## src/rtl/exchange_ctrl_pkg.sv

```systemverilog
// ---------------------------------------------------------------------------
// exchange_ctrl_pkg
// Shared definitions for the exchange-side call controller and the card
// billing block: call-state encoding, category codes and the first-digit
// classifier.
// ---------------------------------------------------------------------------
package exchange_ctrl_pkg;

  typedef enum logic [2:0] {
    IDLE,
    DIAL_TONE,
    DIALING,
    RINGING,
    CONNECTED,
    BUSY
  } state_t;

  typedef logic [1:0] cat_t;

  localparam cat_t CAT_NONE    = 2'b00;
  localparam cat_t CAT_LOCAL   = 2'b01;
  localparam cat_t CAT_LONG    = 2'b10;
  localparam cat_t CAT_SPECIAL = 2'b11;

  // Only decimal digits are dialable; codes A-F are line noise.
  function automatic logic is_bcd(input logic [3:0] d);
    return (d <= 4'd9);
  endfunction

  // Leading 0 means long distance, leading 1 a service number.
  function automatic cat_t classify(input logic [3:0] d);
    if (d == 4'd0)      return CAT_LONG;
    else if (d == 4'd1) return CAT_SPECIAL;
    else                return CAT_LOCAL;
  endfunction

endpackage

```

## src/rtl/exchange_ctrl_if.sv

```systemverilog
// ---------------------------------------------------------------------------
// exchange_ctrl_if
// Handset / billing-side signal bundle of the exchange controller.
//   offhook, digit_valid, digit, answer, card, cut : toward the controller
//   on, category, dial_tone, ring_back, busy_tone  : from the controller
// slave  : seen by exchange_ctrl
// master : seen by whatever drives the handset and billing inputs
// ---------------------------------------------------------------------------
interface exchange_ctrl_if;
  import exchange_ctrl_pkg::*;

  logic       offhook;
  logic       digit_valid;
  logic [3:0] digit;
  logic       answer;
  logic       card;
  logic       cut;
  logic       on;
  cat_t       category;
  logic       dial_tone;
  logic       ring_back;
  logic       busy_tone;

  modport slave (
    input  offhook, digit_valid, digit, answer, card, cut,
    output on, category, dial_tone, ring_back, busy_tone
  );

  modport master (
    output offhook, digit_valid, digit, answer, card, cut,
    input  on, category, dial_tone, ring_back, busy_tone
  );

endinterface

```

## src/rtl/exchange_ctrl_digit_collector.sv

```systemverilog
// ---------------------------------------------------------------------------
// digit_collector
// Counts dialed digits, latches the category from the first digit and owns
// the shared tick counter (inter-digit timeout here, ring-back timeout in
// the parent).
// Ports:
//   clk_4Hz, clrn  : tick clock, async active-low reset
//   first          : parent is in DIAL_TONE (next digit is the first)
//   collect        : parent is in DIALING
//   digit_valid/digit : dial strobe and BCD value
//   cnt_clr        : parent changes state this edge
//   cat_clr        : parent goes to IDLE this edge
//   accept         : a usable digit is being consumed this edge
//   complete       : this digit finishes the number
//   timeout        : digit wait expired this edge
//   category       : latched category
//   ticks          : current tick counter value
// ---------------------------------------------------------------------------
module digit_collector
  import exchange_ctrl_pkg::*;
#(
  parameter int NUM_LOCAL   = 7,
  parameter int NUM_LONG    = 11,
  parameter int NUM_SPECIAL = 3,
  parameter int DIGIT_TICKS = 40,
  parameter int CNT_W       = 8
) (
  input  logic             clk_4Hz,
  input  logic             clrn,
  input  logic             first,
  input  logic             collect,
  input  logic             digit_valid,
  input  logic [3:0]       digit,
  input  logic             cnt_clr,
  input  logic             cat_clr,
  output logic             accept,
  output logic             complete,
  output logic             timeout,
  output cat_t             category,
  output logic [CNT_W-1:0] ticks
);

  logic [3:0]       count_q, count_d;
  cat_t             cat_q, cat_d;
  logic [CNT_W-1:0] ticks_q, ticks_d;
  logic [3:0]       target;

  always_comb begin
    case (cat_q)
      CAT_LONG:    target = 4'(NUM_LONG);
      CAT_SPECIAL: target = 4'(NUM_SPECIAL);
      default:     target = 4'(NUM_LOCAL);
    endcase
  end

  assign accept   = digit_valid && is_bcd(digit) && (first || collect);
  assign complete = collect && accept && ((count_q + 4'd1) == target);
  // The counter value includes the current edge, so expiry fires when
  // the previous value is one short; a digit on the same edge wins.
  assign timeout  = (first || collect) && !accept &&
                    (ticks_q >= CNT_W'(DIGIT_TICKS - 1));

  always_comb begin
    count_d = count_q;
    cat_d   = cat_q;
    ticks_d = (&ticks_q) ? ticks_q : ticks_q + 1'b1;
    if (accept) begin
      ticks_d = '0;
      count_d = first ? 4'd1 : count_q + 4'd1;
      if (first) cat_d = classify(digit);
    end
    if (cnt_clr) ticks_d = '0;
    if (cat_clr) begin
      cat_d   = CAT_NONE;
      count_d = '0;
    end
  end

  always_ff @(posedge clk_4Hz or negedge clrn) begin
    if (!clrn) begin
      count_q <= '0;
      cat_q   <= CAT_NONE;
      ticks_q <= '0;
    end else begin
      count_q <= count_d;
      cat_q   <= cat_d;
      ticks_q <= ticks_d;
    end
  end

  assign category = cat_q;
  assign ticks    = ticks_q;

endmodule

```

## src/rtl/exchange_ctrl.sv

```systemverilog
// ---------------------------------------------------------------------------
// exchange_ctrl
// Exchange-side call controller: tracks the handset, collects digits, runs
// ring-back, holds the connection and tears it down on hang-up, cut, card
// removal or timeout. Drives on/category for the billing block.
// Ports:
//   clk_4Hz : 4 Hz tick clock, rising edge
//   clrn    : asynchronous active-low reset
//   bus     : exchange_ctrl_if.slave (handset, billing and tone signals)
// ---------------------------------------------------------------------------
module exchange_ctrl
  import exchange_ctrl_pkg::*;
#(
  parameter int NUM_LOCAL   = 7,
  parameter int NUM_LONG    = 11,
  parameter int NUM_SPECIAL = 3,
  parameter int RING_TICKS  = 20,
  parameter int DIGIT_TICKS = 40,
  parameter int CNT_W       = 8
) (
  input  logic           clk_4Hz,
  input  logic           clrn,
  exchange_ctrl_if.slave bus
);

  state_t           state_q, state_d;
  logic             on_q, on_d;
  logic             dial_tone_q, dial_tone_d;
  logic             ring_back_q, ring_back_d;
  logic             busy_tone_q, busy_tone_d;

  logic             accept, complete, timeout;
  cat_t             category;
  logic [CNT_W-1:0] ticks;

  digit_collector #(
    .NUM_LOCAL   (NUM_LOCAL),
    .NUM_LONG    (NUM_LONG),
    .NUM_SPECIAL (NUM_SPECIAL),
    .DIGIT_TICKS (DIGIT_TICKS),
    .CNT_W       (CNT_W)
  ) u_digits (
    .clk_4Hz     (clk_4Hz),
    .clrn        (clrn),
    .first       (state_q == DIAL_TONE),
    .collect     (state_q == DIALING),
    .digit_valid (bus.digit_valid),
    .digit       (bus.digit),
    .cnt_clr     (state_d != state_q),
    .cat_clr     (state_d == IDLE),
    .accept      (accept),
    .complete    (complete),
    .timeout     (timeout),
    .category    (category),
    .ticks       (ticks)
  );

  // Outputs are registered from the next state so they change on the
  // same edge as the state itself.
  always_ff @(posedge clk_4Hz or negedge clrn) begin
    if (!clrn) begin
      state_q     <= IDLE;
      on_q        <= 1'b0;
      dial_tone_q <= 1'b0;
      ring_back_q <= 1'b0;
      busy_tone_q <= 1'b0;
    end else begin
      state_q     <= state_d;
      on_q        <= on_d;
      dial_tone_q <= dial_tone_d;
      ring_back_q <= ring_back_d;
      busy_tone_q <= busy_tone_d;
    end
  end

  // Hang-up is applied last so it overrides every other condition.
  always_comb begin
    state_d = state_q;
    case (state_q)
      IDLE:      if (bus.offhook) state_d = DIAL_TONE;
      DIAL_TONE: begin
        if (accept)       state_d = DIALING;
        else if (timeout) state_d = BUSY;
      end
      DIALING: begin
        if (complete)
          state_d = (bus.card || category == CAT_SPECIAL) ? RINGING : BUSY;
        else if (timeout)
          state_d = BUSY;
      end
      RINGING: begin
        if (bus.answer)                             state_d = CONNECTED;
        else if (ticks >= CNT_W'(RING_TICKS - 1))   state_d = BUSY;
      end
      CONNECTED: begin
        if (bus.cut)                                      state_d = BUSY;
        else if (!bus.card && category != CAT_SPECIAL)    state_d = BUSY;
        else if (!bus.answer)                             state_d = BUSY;
      end
      BUSY:      state_d = BUSY;
      default:   state_d = IDLE;
    endcase
    if (!bus.offhook) state_d = IDLE;
  end

  always_comb begin
    on_d        = (state_d == CONNECTED);
    dial_tone_d = (state_d == DIAL_TONE);
    ring_back_d = (state_d == RINGING);
    busy_tone_d = (state_d == BUSY);
  end

  assign bus.on        = on_q;
  assign bus.category  = category;
  assign bus.dial_tone = dial_tone_q;
  assign bus.ring_back = ring_back_q;
  assign bus.busy_tone = busy_tone_q;

endmodule

```

## src/flat_wrapper.sv

```systemverilog
// flat-port wrapper written by rule: the top's interface ports become plain ports
module exchange_ctrl_flat import exchange_ctrl_pkg::*;
#(
  parameter int NUM_LOCAL   = 7,
  parameter int NUM_LONG    = 11,
  parameter int NUM_SPECIAL = 3,
  parameter int RING_TICKS  = 20,
  parameter int DIGIT_TICKS = 40,
  parameter int CNT_W       = 8
)
  (clk_4Hz, clrn, bus_offhook, bus_digit_valid, bus_digit, bus_answer, bus_card, bus_cut, bus_on, bus_category, bus_dial_tone, bus_ring_back, bus_busy_tone);
  exchange_ctrl_if bus_i ();
  input  logic clk_4Hz;
  input  logic clrn;
  input wire logic [$bits(bus_i.offhook)-1:0] bus_offhook;
  input wire logic [$bits(bus_i.digit_valid)-1:0] bus_digit_valid;
  input wire logic [$bits(bus_i.digit)-1:0] bus_digit;
  input wire logic [$bits(bus_i.answer)-1:0] bus_answer;
  input wire logic [$bits(bus_i.card)-1:0] bus_card;
  input wire logic [$bits(bus_i.cut)-1:0] bus_cut;
  output wire logic [$bits(bus_i.on)-1:0] bus_on;
  output wire logic [$bits(bus_i.category)-1:0] bus_category;
  output wire logic [$bits(bus_i.dial_tone)-1:0] bus_dial_tone;
  output wire logic [$bits(bus_i.ring_back)-1:0] bus_ring_back;
  output wire logic [$bits(bus_i.busy_tone)-1:0] bus_busy_tone;
  assign bus_i.offhook = bus_offhook;
  assign bus_i.digit_valid = bus_digit_valid;
  assign bus_i.digit = bus_digit;
  assign bus_i.answer = bus_answer;
  assign bus_i.card = bus_card;
  assign bus_i.cut = bus_cut;
  assign bus_on = bus_i.on;
  assign bus_category = bus_i.category;
  assign bus_dial_tone = bus_i.dial_tone;
  assign bus_ring_back = bus_i.ring_back;
  assign bus_busy_tone = bus_i.busy_tone;
  exchange_ctrl #(.NUM_LOCAL(NUM_LOCAL), .NUM_LONG(NUM_LONG), .NUM_SPECIAL(NUM_SPECIAL), .RING_TICKS(RING_TICKS), .DIGIT_TICKS(DIGIT_TICKS), .CNT_W(CNT_W)) u_core (.clk_4Hz(clk_4Hz), .clrn(clrn), .bus(bus_i));
endmodule
```

## config.mk

```make
export PLATFORM = sky130hd
export DESIGN_NAME = exchange_ctrl_flat
export DESIGN_NICKNAME = d
export VERILOG_FILES = /design/src/rtl/exchange_ctrl_pkg.sv /design/src/rtl/exchange_ctrl_if.sv /design/src/rtl/exchange_ctrl_digit_collector.sv /design/src/rtl/exchange_ctrl.sv /design/src/flat_wrapper.sv
export SDC_FILE = /design/constraint.sdc
export NUM_CORES = 1
export LEC_CHECK = 0
export CAP_MARGIN = 5
export CORE_ASPECT_RATIO = 0.6
export CORE_MARGIN = 5
export CORE_UTILIZATION = 40
export CTS_BUF_LIST = sky130_fd_sc_hd__clkbuf_2 sky130_fd_sc_hd__clkbuf_4 sky130_fd_sc_hd__clkbuf_8
export DETAILED_ROUTE_END_ITERATION = 10
export DONT_BUFFER_PORTS = 1
export HOLD_SLACK_MARGIN = 0.06
export PLACE_DENSITY = 0.64
export RECOVER_POWER = 50
export REMOVE_ABC_BUFFERS = 1
export SLEW_MARGIN = 20
export SYNTH_ARGS = -nofsm -noshare
export SYNTH_HDL_FRONTEND = slang
export SYNTH_SLANG_ARGS = --single-unit
```

## constraint.sdc

```tcl
create_clock -name clk_4Hz -period 5.8 [get_ports clk_4Hz]
set_clock_uncertainty 0.05 [all_clocks]
set_input_delay 1.74 -clock clk_4Hz [delete_from_list [all_inputs] [get_ports clk_4Hz]]
set_output_delay 1.74 -clock clk_4Hz [all_outputs]
set_load 0.03 [all_outputs]
```

==> impl_metrics.csv, run 1 <==
group,metric,value,unit
clock_network,ctsResizeCount,0,
sta,grt_setup_unrepaired,"false",
global_routing,gr-usage-met3,0.0444,
worst_setup_path,crit_fanout,8,
logic_synthesis,yosys_most_used_dff,"dfrtp_1",
placed_design,place_area,1420,um2
logic_synthesis,synth_area_per_cell,9.45,um2
logic_synthesis,synth-edff-count,0,
worst_setup_path,startpoint_type,"input port",
power_and_ir_drop,finalPower,0.346,mW
logic_synthesis,synth_top_cell_by_area,"dfrtp_1",
sta,finalHoldViolCount,0,
die,row_count,16,
worst_setup_path,cpPeakStageDelay,0.61,ns
route,routed_wl,3.18,mm
logic_synthesis,yosysWarningCount,0,
route,drc_errors,0,
route,drt_pre_antenna_iters,4,
logic_synthesis,netlist.area_leader.share,0.376,
placed_design,gp_congestion,0.956,
cells_and_area,fill_cells,332,
cells_and_area,fin_nets,162,
logic_synthesis,synth_seq_cells,21,
placed_design,dp_hpwl,2.33,mm
global_routing,grt_pass1_wl,5.44,mm
global_routing,overflow,0,
global_routing,grt_usage,0.140,
route,routed_via_density,5.86,
sta,finalSetupViolCount,0,
cells_and_area,final_area,1470,um2
logic_synthesis,syn-cell-area,1400,um2
global_routing,antenna_found_initial,0,
sta,whs,0.467,ns
clock_network,cts-root-buf,"clkbuf_8",
logic_synthesis,netlist_instances,148,
die,core_area,3300,um2
route,dr_total_vias,1120,
worst_setup_path,critPathCaptureType,"flop",
placed_design,portBuffers,0,
cells_and_area,drive_gt1_frac,0.110,
route,drtIter0Drc,73,
clock_network,path_clk_slew,0.08,ns
global_routing,grt_pass1_vias,1120,
global_routing,use_met1,0.209,
worst_setup_path,cp.required,5.88,ns
sta,slew_headroom,0.686,
global_routing,top_usage_layer,"met1",
clock_network,clock_path_buffers,2,
cells_and_area,syn2layout_area_growth,4.83,%
logic_synthesis,netlist_top_cells_area,"dfrtp_1 38%, nor3_2 5.7%, nor2_1 4.0%, a21oi_1 3.9%, ha_1 3.6%",
clock_network,cts.htree.levels,1,
cells_and_area,diodes,0,
sta,fin_setup_tns,0,ns
logic_synthesis,ys_async_sr_fraction,1.00,
worst_setup_path,reg2reg_setup_slack,3.09,ns
logic_synthesis,ys_seq_area_frac,0.376,
global_routing,grt_use_met2,0.184,
worst_setup_path,crit_family,"simple AND/OR/NAND/NOR gates",
clock_network,post_cts_buffers,0,
global_routing,grt_max_degree,22,
die,io-pin-count,17,
clock_network,hold_buffers,0,
min_path,min_path_type,"flop to flop",
route,wl_per_cell,16.6,um
sta,timing.final.crit_period,3.44,ns
worst_setup_path,crit_arrival,3.52,ns
clock_network,cts_made_buffers,3,
die,start_util,0.423,
worst_setup_path,critPathKind,"input port to flop",
run,cap_viol_max_count,0,
clock_network,cts_sinks,21,
worst_setup_path,slowest_stage,"or4b_1",
route,ant_nets,0,
die,die_w,86.3,um
sta,max_freq,291,MHz
worst_setup_path,cp_cell_sequence,"o21ai_0 > or4b_1 > nor4_4 > a21oi_1 > o211ai_4 > nor3_2",
sta,fin_crit_sh,0.593,
die,die_area,4820,um2
clock_network,cts_tree,"built",
clock_network,clk_latency,0.26,ns
sta,slew_violations,0,
logic_synthesis,synth_cell_types,46,
sta,worstMarginPinSlew,0.471,ns
worst_setup_path,crit_buf_inv,0,
die,die_h,55.8,um
run_status,status,"finished, final reports clean",
power_and_ir_drop,power.leakage,0.641,nW
power_and_ir_drop,power-per-cell-area,236,nW/um2
power_and_ir_drop,ir_drop,0.000149,V
## final timing paths
check | start | to | depth (start not counted)
max | bus_digit[1] | u_core.u_digits.ticks[3] | 6
min reg2reg | u_core.u_digits.count_q[0] | u_core.u_digits.count_q[0] | 1
max in group asynchronous | clrn | u_core.u_digits.ticks[4] | 0
max reg2reg | u_core.u_digits.count_q[0] | u_core.u_digits.ticks[3] | 7
min in group asynchronous | clrn | u_core.u_digits.category[1] | 0
min | u_core.u_digits.count_q[0] | u_core.u_digits.count_q[0] | 1
## synth_stat cells (2+ instances only)
cell / count
a21oi_1: 11
o211ai_1: 4
nand3b_1: 2
o21ai_0: 9
nand2b_1: 4
mux2i_1: 2
inv_1: 6
nand2_1: 7
a211o_1: 4
nor2b_1: 3
dfrtp_1: 21
nor3_1: 4
ha_1: 4
xnor2_1: 2
clkbuf_1: 3
nor3_2: 8
or4b_1: 2
nand3_1: 6
and3_1: 4
nor2_1: 15
xnor3_1: 2
## power by group
| group | leakage [nW] | total [mW] | switching [mW] | internal, mW |
|---|---|---|---|---|
| clock | 0.0255 | 0.0975 | 0.0496 | 0.0479 |
| sequential | 0.286 | 0.181 | 0.0223 | 0.159 |
| combinational | 0.329 | 0.0674 | 0.0402 | 0.0272 |
| total | 0.641 | 0.346 | 0.112 | 0.234 |
## through the flow
stage | util | setup WS (ns) | cells
global placement | 0.430 | 2.19 | 187
global route | 0.444 | 2.19 | 191
finish | 0.444 | 2.36 | 191
CTS | 0.444 | 2.37 | 191
detailed placement | 0.430 | 2.12 | 187
floorplan | - | 2.34 | 142
## cell usage in the layout, fill, tap and decap left out, types with 2 or more instances in the layout
master     n
dfrtp_1   21
nor2_1    15
a21oi_1   11
o21ai_0    9
nor3_2     8
nand2_1    7
inv_1      6
nand3_1    6
and3_1     4
a211o_1    4
nand2b_1   4
nor3_1     4
o211ai_1   4
ha_1       4
nor2b_1    3
clkbuf_8   3
xnor3_1    2
nand3b_1   2
xnor2_1    2
or4b_1     2
mux2i_1    2
## cell families (layout without fill, tap and decap cells)
family	after synthesis	after routing	synth area share
simple gates	65	65	0.291
compound gates	38	38	0.183
flops	21	21	0.376
buf+inv	12	10	0.0411
xor+xnor	5	5	0.0510
fa+ha+maj	4	4	0.0358
mux	3	3	0.0224
## cell type report
| cell class | instances | area [um2] | area share |
|---|---|---|---|
| clock buffers | 3 | 41.3 | 0.0282 |
| clock inverters | 1 | 5.00 | 0.00341 |
| inverters | 6 | 22.5 | 0.0154 |
| multi-input cells | 115 | 816 | 0.556 |
| flip-flops and latches | 21 | 526 | 0.358 |
| well taps | 45 | 56.3 | 0.0384 |
## layer usage
metal	vias up	part of all wire
li1	538	-
met1	532	0.49
met2	46	0.41
met3	4	0.089
met4	0	0.0094
met5	-	0
## worst register-to-register path, cell delays in order (launching register included)
cell and delay [ns]:
dfrtp_1 0.42, ha_1 0.25, xnor3_1 0.43, or4b_1 0.49, a2bb2oi_1 0.14, o21ai_1 0.19
and4b_1 0.52, nor3_2 0.10
## sequential cells by signal, summed over array words and instances, names as in the netlist
register / cells
u_core.bus.dial_tone: 1
u_core.u_digits.count_q: 4
u_core.bus.ring_back: 1
u_core.u_digits.category: 2
u_core.state_q: 3
u_core.bus.on: 1
u_core.bus.busy_tone: 1
u_core.u_digits.ticks: 8
(Power assumes the default switching activity.)
==> inputs of run 2 (changes only) <==
==> constraint.sdc (replaced) <==
create_clock -name clk_4Hz -period 3.24 [get_ports clk_4Hz]
set_clock_uncertainty 0.05 [all_clocks]
set_input_delay 0.972 -clock clk_4Hz [delete_from_list [all_inputs] [get_ports clk_4Hz]]
set_output_delay 0.972 -clock clk_4Hz [all_outputs]
set_load 0.03 [all_outputs]
==> run 2 against run 1 <==
  * Worst hold slack got worse by 0.12 ns
  * Critical path depth rose by 1
  * Die area did not move
  * Largest cell class unchanged
==> impl_metrics.csv, run 2 (same netlist as run 1, synthesis figures left out) <==
group,metric,value,unit
sta,grt_setup_unrepaired,"false",
cells_and_area,final_cell_mix,"21 x dfrtp_1, 15 x nor2_1, 11 x a21oi_1",
worst_setup_path,crit_fanout,8,
global_routing,grt_pass1_vias,1033,
die,io-pin-count,17,
worst_setup_path,reg2reg_setup_slack,0.52,ns
clock_network,cts_sinks,21,
power_and_ir_drop,power-per-cell-area,417,nW/um2
die,row_count,16,
cells_and_area,largest_reg_flops,8,
clock_network,cts_tree,"built",
power_and_ir_drop,finalPower,0.612,mW
sta,max_freq,368,MHz
clock_network,path_clk_slew,0.08,ns
run_status,status,"finished, final reports clean",
global_routing,overflow,0,
cells_and_area,fill_cells,326,
worst_setup_path,r2r-start,"u_core.u_digits.count_q[0]",
worst_setup_path,startpoint_type,"flop",
sta,slew_headroom,0.688,
route,routed_via_density,5.82,
die,die_w,86.3,um
placed_design,portBuffers,0,
worst_setup_path,critPathKind,"flop to flop",
placed_design,gp_congestion,0.952,
route,dr_total_vias,1112,
sta,worstMarginPinSlew,0.468,ns
cells_and_area,diodes,0,
cells_and_area,fin_nets,162,
sta,timing.final.crit_period,2.72,ns
route,ant_nets,0,
power_and_ir_drop,power.leakage,0.641,nW
global_routing,antenna_found_initial,0,
power_and_ir_drop,ir_drop,0.000255,V
clock_network,post_cts_buffers,0,
sta,whs,0.349,ns
die,die_area,4820,um2
min_path,min_path_type,"input port to asynchronous set/reset pin",
run,cap_viol_max_count,0,
die,core_area,3300,um2
worst_setup_path,crit_arrival,2.80,ns
sta,fin_setup_tns,0,ns
placed_design,place_area,1420,um2
cells_and_area,layout_commonest_cell,"dfrtp_1",
cells_and_area,multi_input_area,816,um2
cells_and_area,final_area,1470,um2
cells_and_area,finalNonFillerCells,191,
sta,slew_violations,0,
placed_design,pre_cts_ws,0.346,ns
cells_and_area,drive_gt1_frac,0.110,
clock_network,clk_latency,0.26,ns
die,die_h,55.8,um
global_routing,grt_pass1_wl,5.26,mm
sta,fin_crit_sh,0.839,
worst_setup_path,critPathCaptureType,"flop",
placed_design,dp_hpwl,2.34,mm
clock_network,cts.htree.levels,1,
clock_network,clock_path_buffers,2,
route,drc_errors,0,
cells_and_area,regArea,526,um2
global_routing,grt_usage,0.136,
cells_and_area,syn2layout_area_growth,4.83,%
clock_network,ctsResizeCount,0,
worst_setup_path,r2r.worst_path.cells,7,
cells_and_area,final_util,0.444,
worst_setup_path,timing.rr.end,"u_core.u_digits.ticks[7]",
die,start_util,0.423,
sta,worst_slack,0.520,ns
worst_setup_path,cp.required,3.32,ns
global_routing,grt_max_degree,22,
clock_network,hold_buffers,0,
sta,finalHoldViolCount,0,
route,routed_wl,3.07,mm
clock_network,cts-root-buf,"clkbuf_8",
sta,finalSetupViolCount,0,
clock_network,cts_made_buffers,3,
route,drtIter0Drc,42,
placed_design,place_inst,187,
route,wl_per_cell,16.1,um
route,drt_pre_antenna_iters,4,
## run 2: cell counts in the layout (fill, tap and decap cells not counted)
No cell type changed its count.
## run 2: cell type report
class,count,area share
well taps,45,0.0384
flip-flops and latches,21,0.358
inverters,6,0.0154
multi-input cells,115,0.556
clock buffers,3,0.0282
clock inverters,1,0.00341
## run 2: routing by layer
metal	share of wire	GRT usage
met5	0	0
met4	0.0078	0.0267
met3	0.052	0.0444
met2	0.41	0.187
met1	0.53	0.204
## run 2: how the worst max path moves through the flow
stage                          endpoint  slack, ns                       start
2_1_floorplan  u_core.u_digits.ticks[0]       0.54                bus_digit[1]
3_3_place_gp   u_core.u_digits.ticks[4]       0.40                bus_digit[1]
3_5_place_dp       u_core.bus.dial_tone       0.35                bus_digit[1]
4_1_cts        u_core.u_digits.ticks[4]       0.54  u_core.u_digits.count_q[0]
5_1_grt        u_core.u_digits.ticks[4]       0.37  u_core.u_digits.count_q[0]
6_report       u_core.u_digits.ticks[7]       0.52  u_core.u_digits.count_q[0]
## run 2: critical path, stage by stage (launching register included)
cell	delay (ns)
dfrtp_1	0.42
ha_1	0.25
xnor3_1	0.43
or4b_1	0.49
a2bb2oi_1	0.14
o21ai_1	0.19
and4b_1	0.52
nor3_2	0.10
## run 2: power by group
| group | internal [mW] | switching, mW |
|---|---|---|
| clock network | 0.0856 | 0.0851 |
| logic | 0.0487 | 0.0688 |
| registers | 0.285 | 0.0390 |
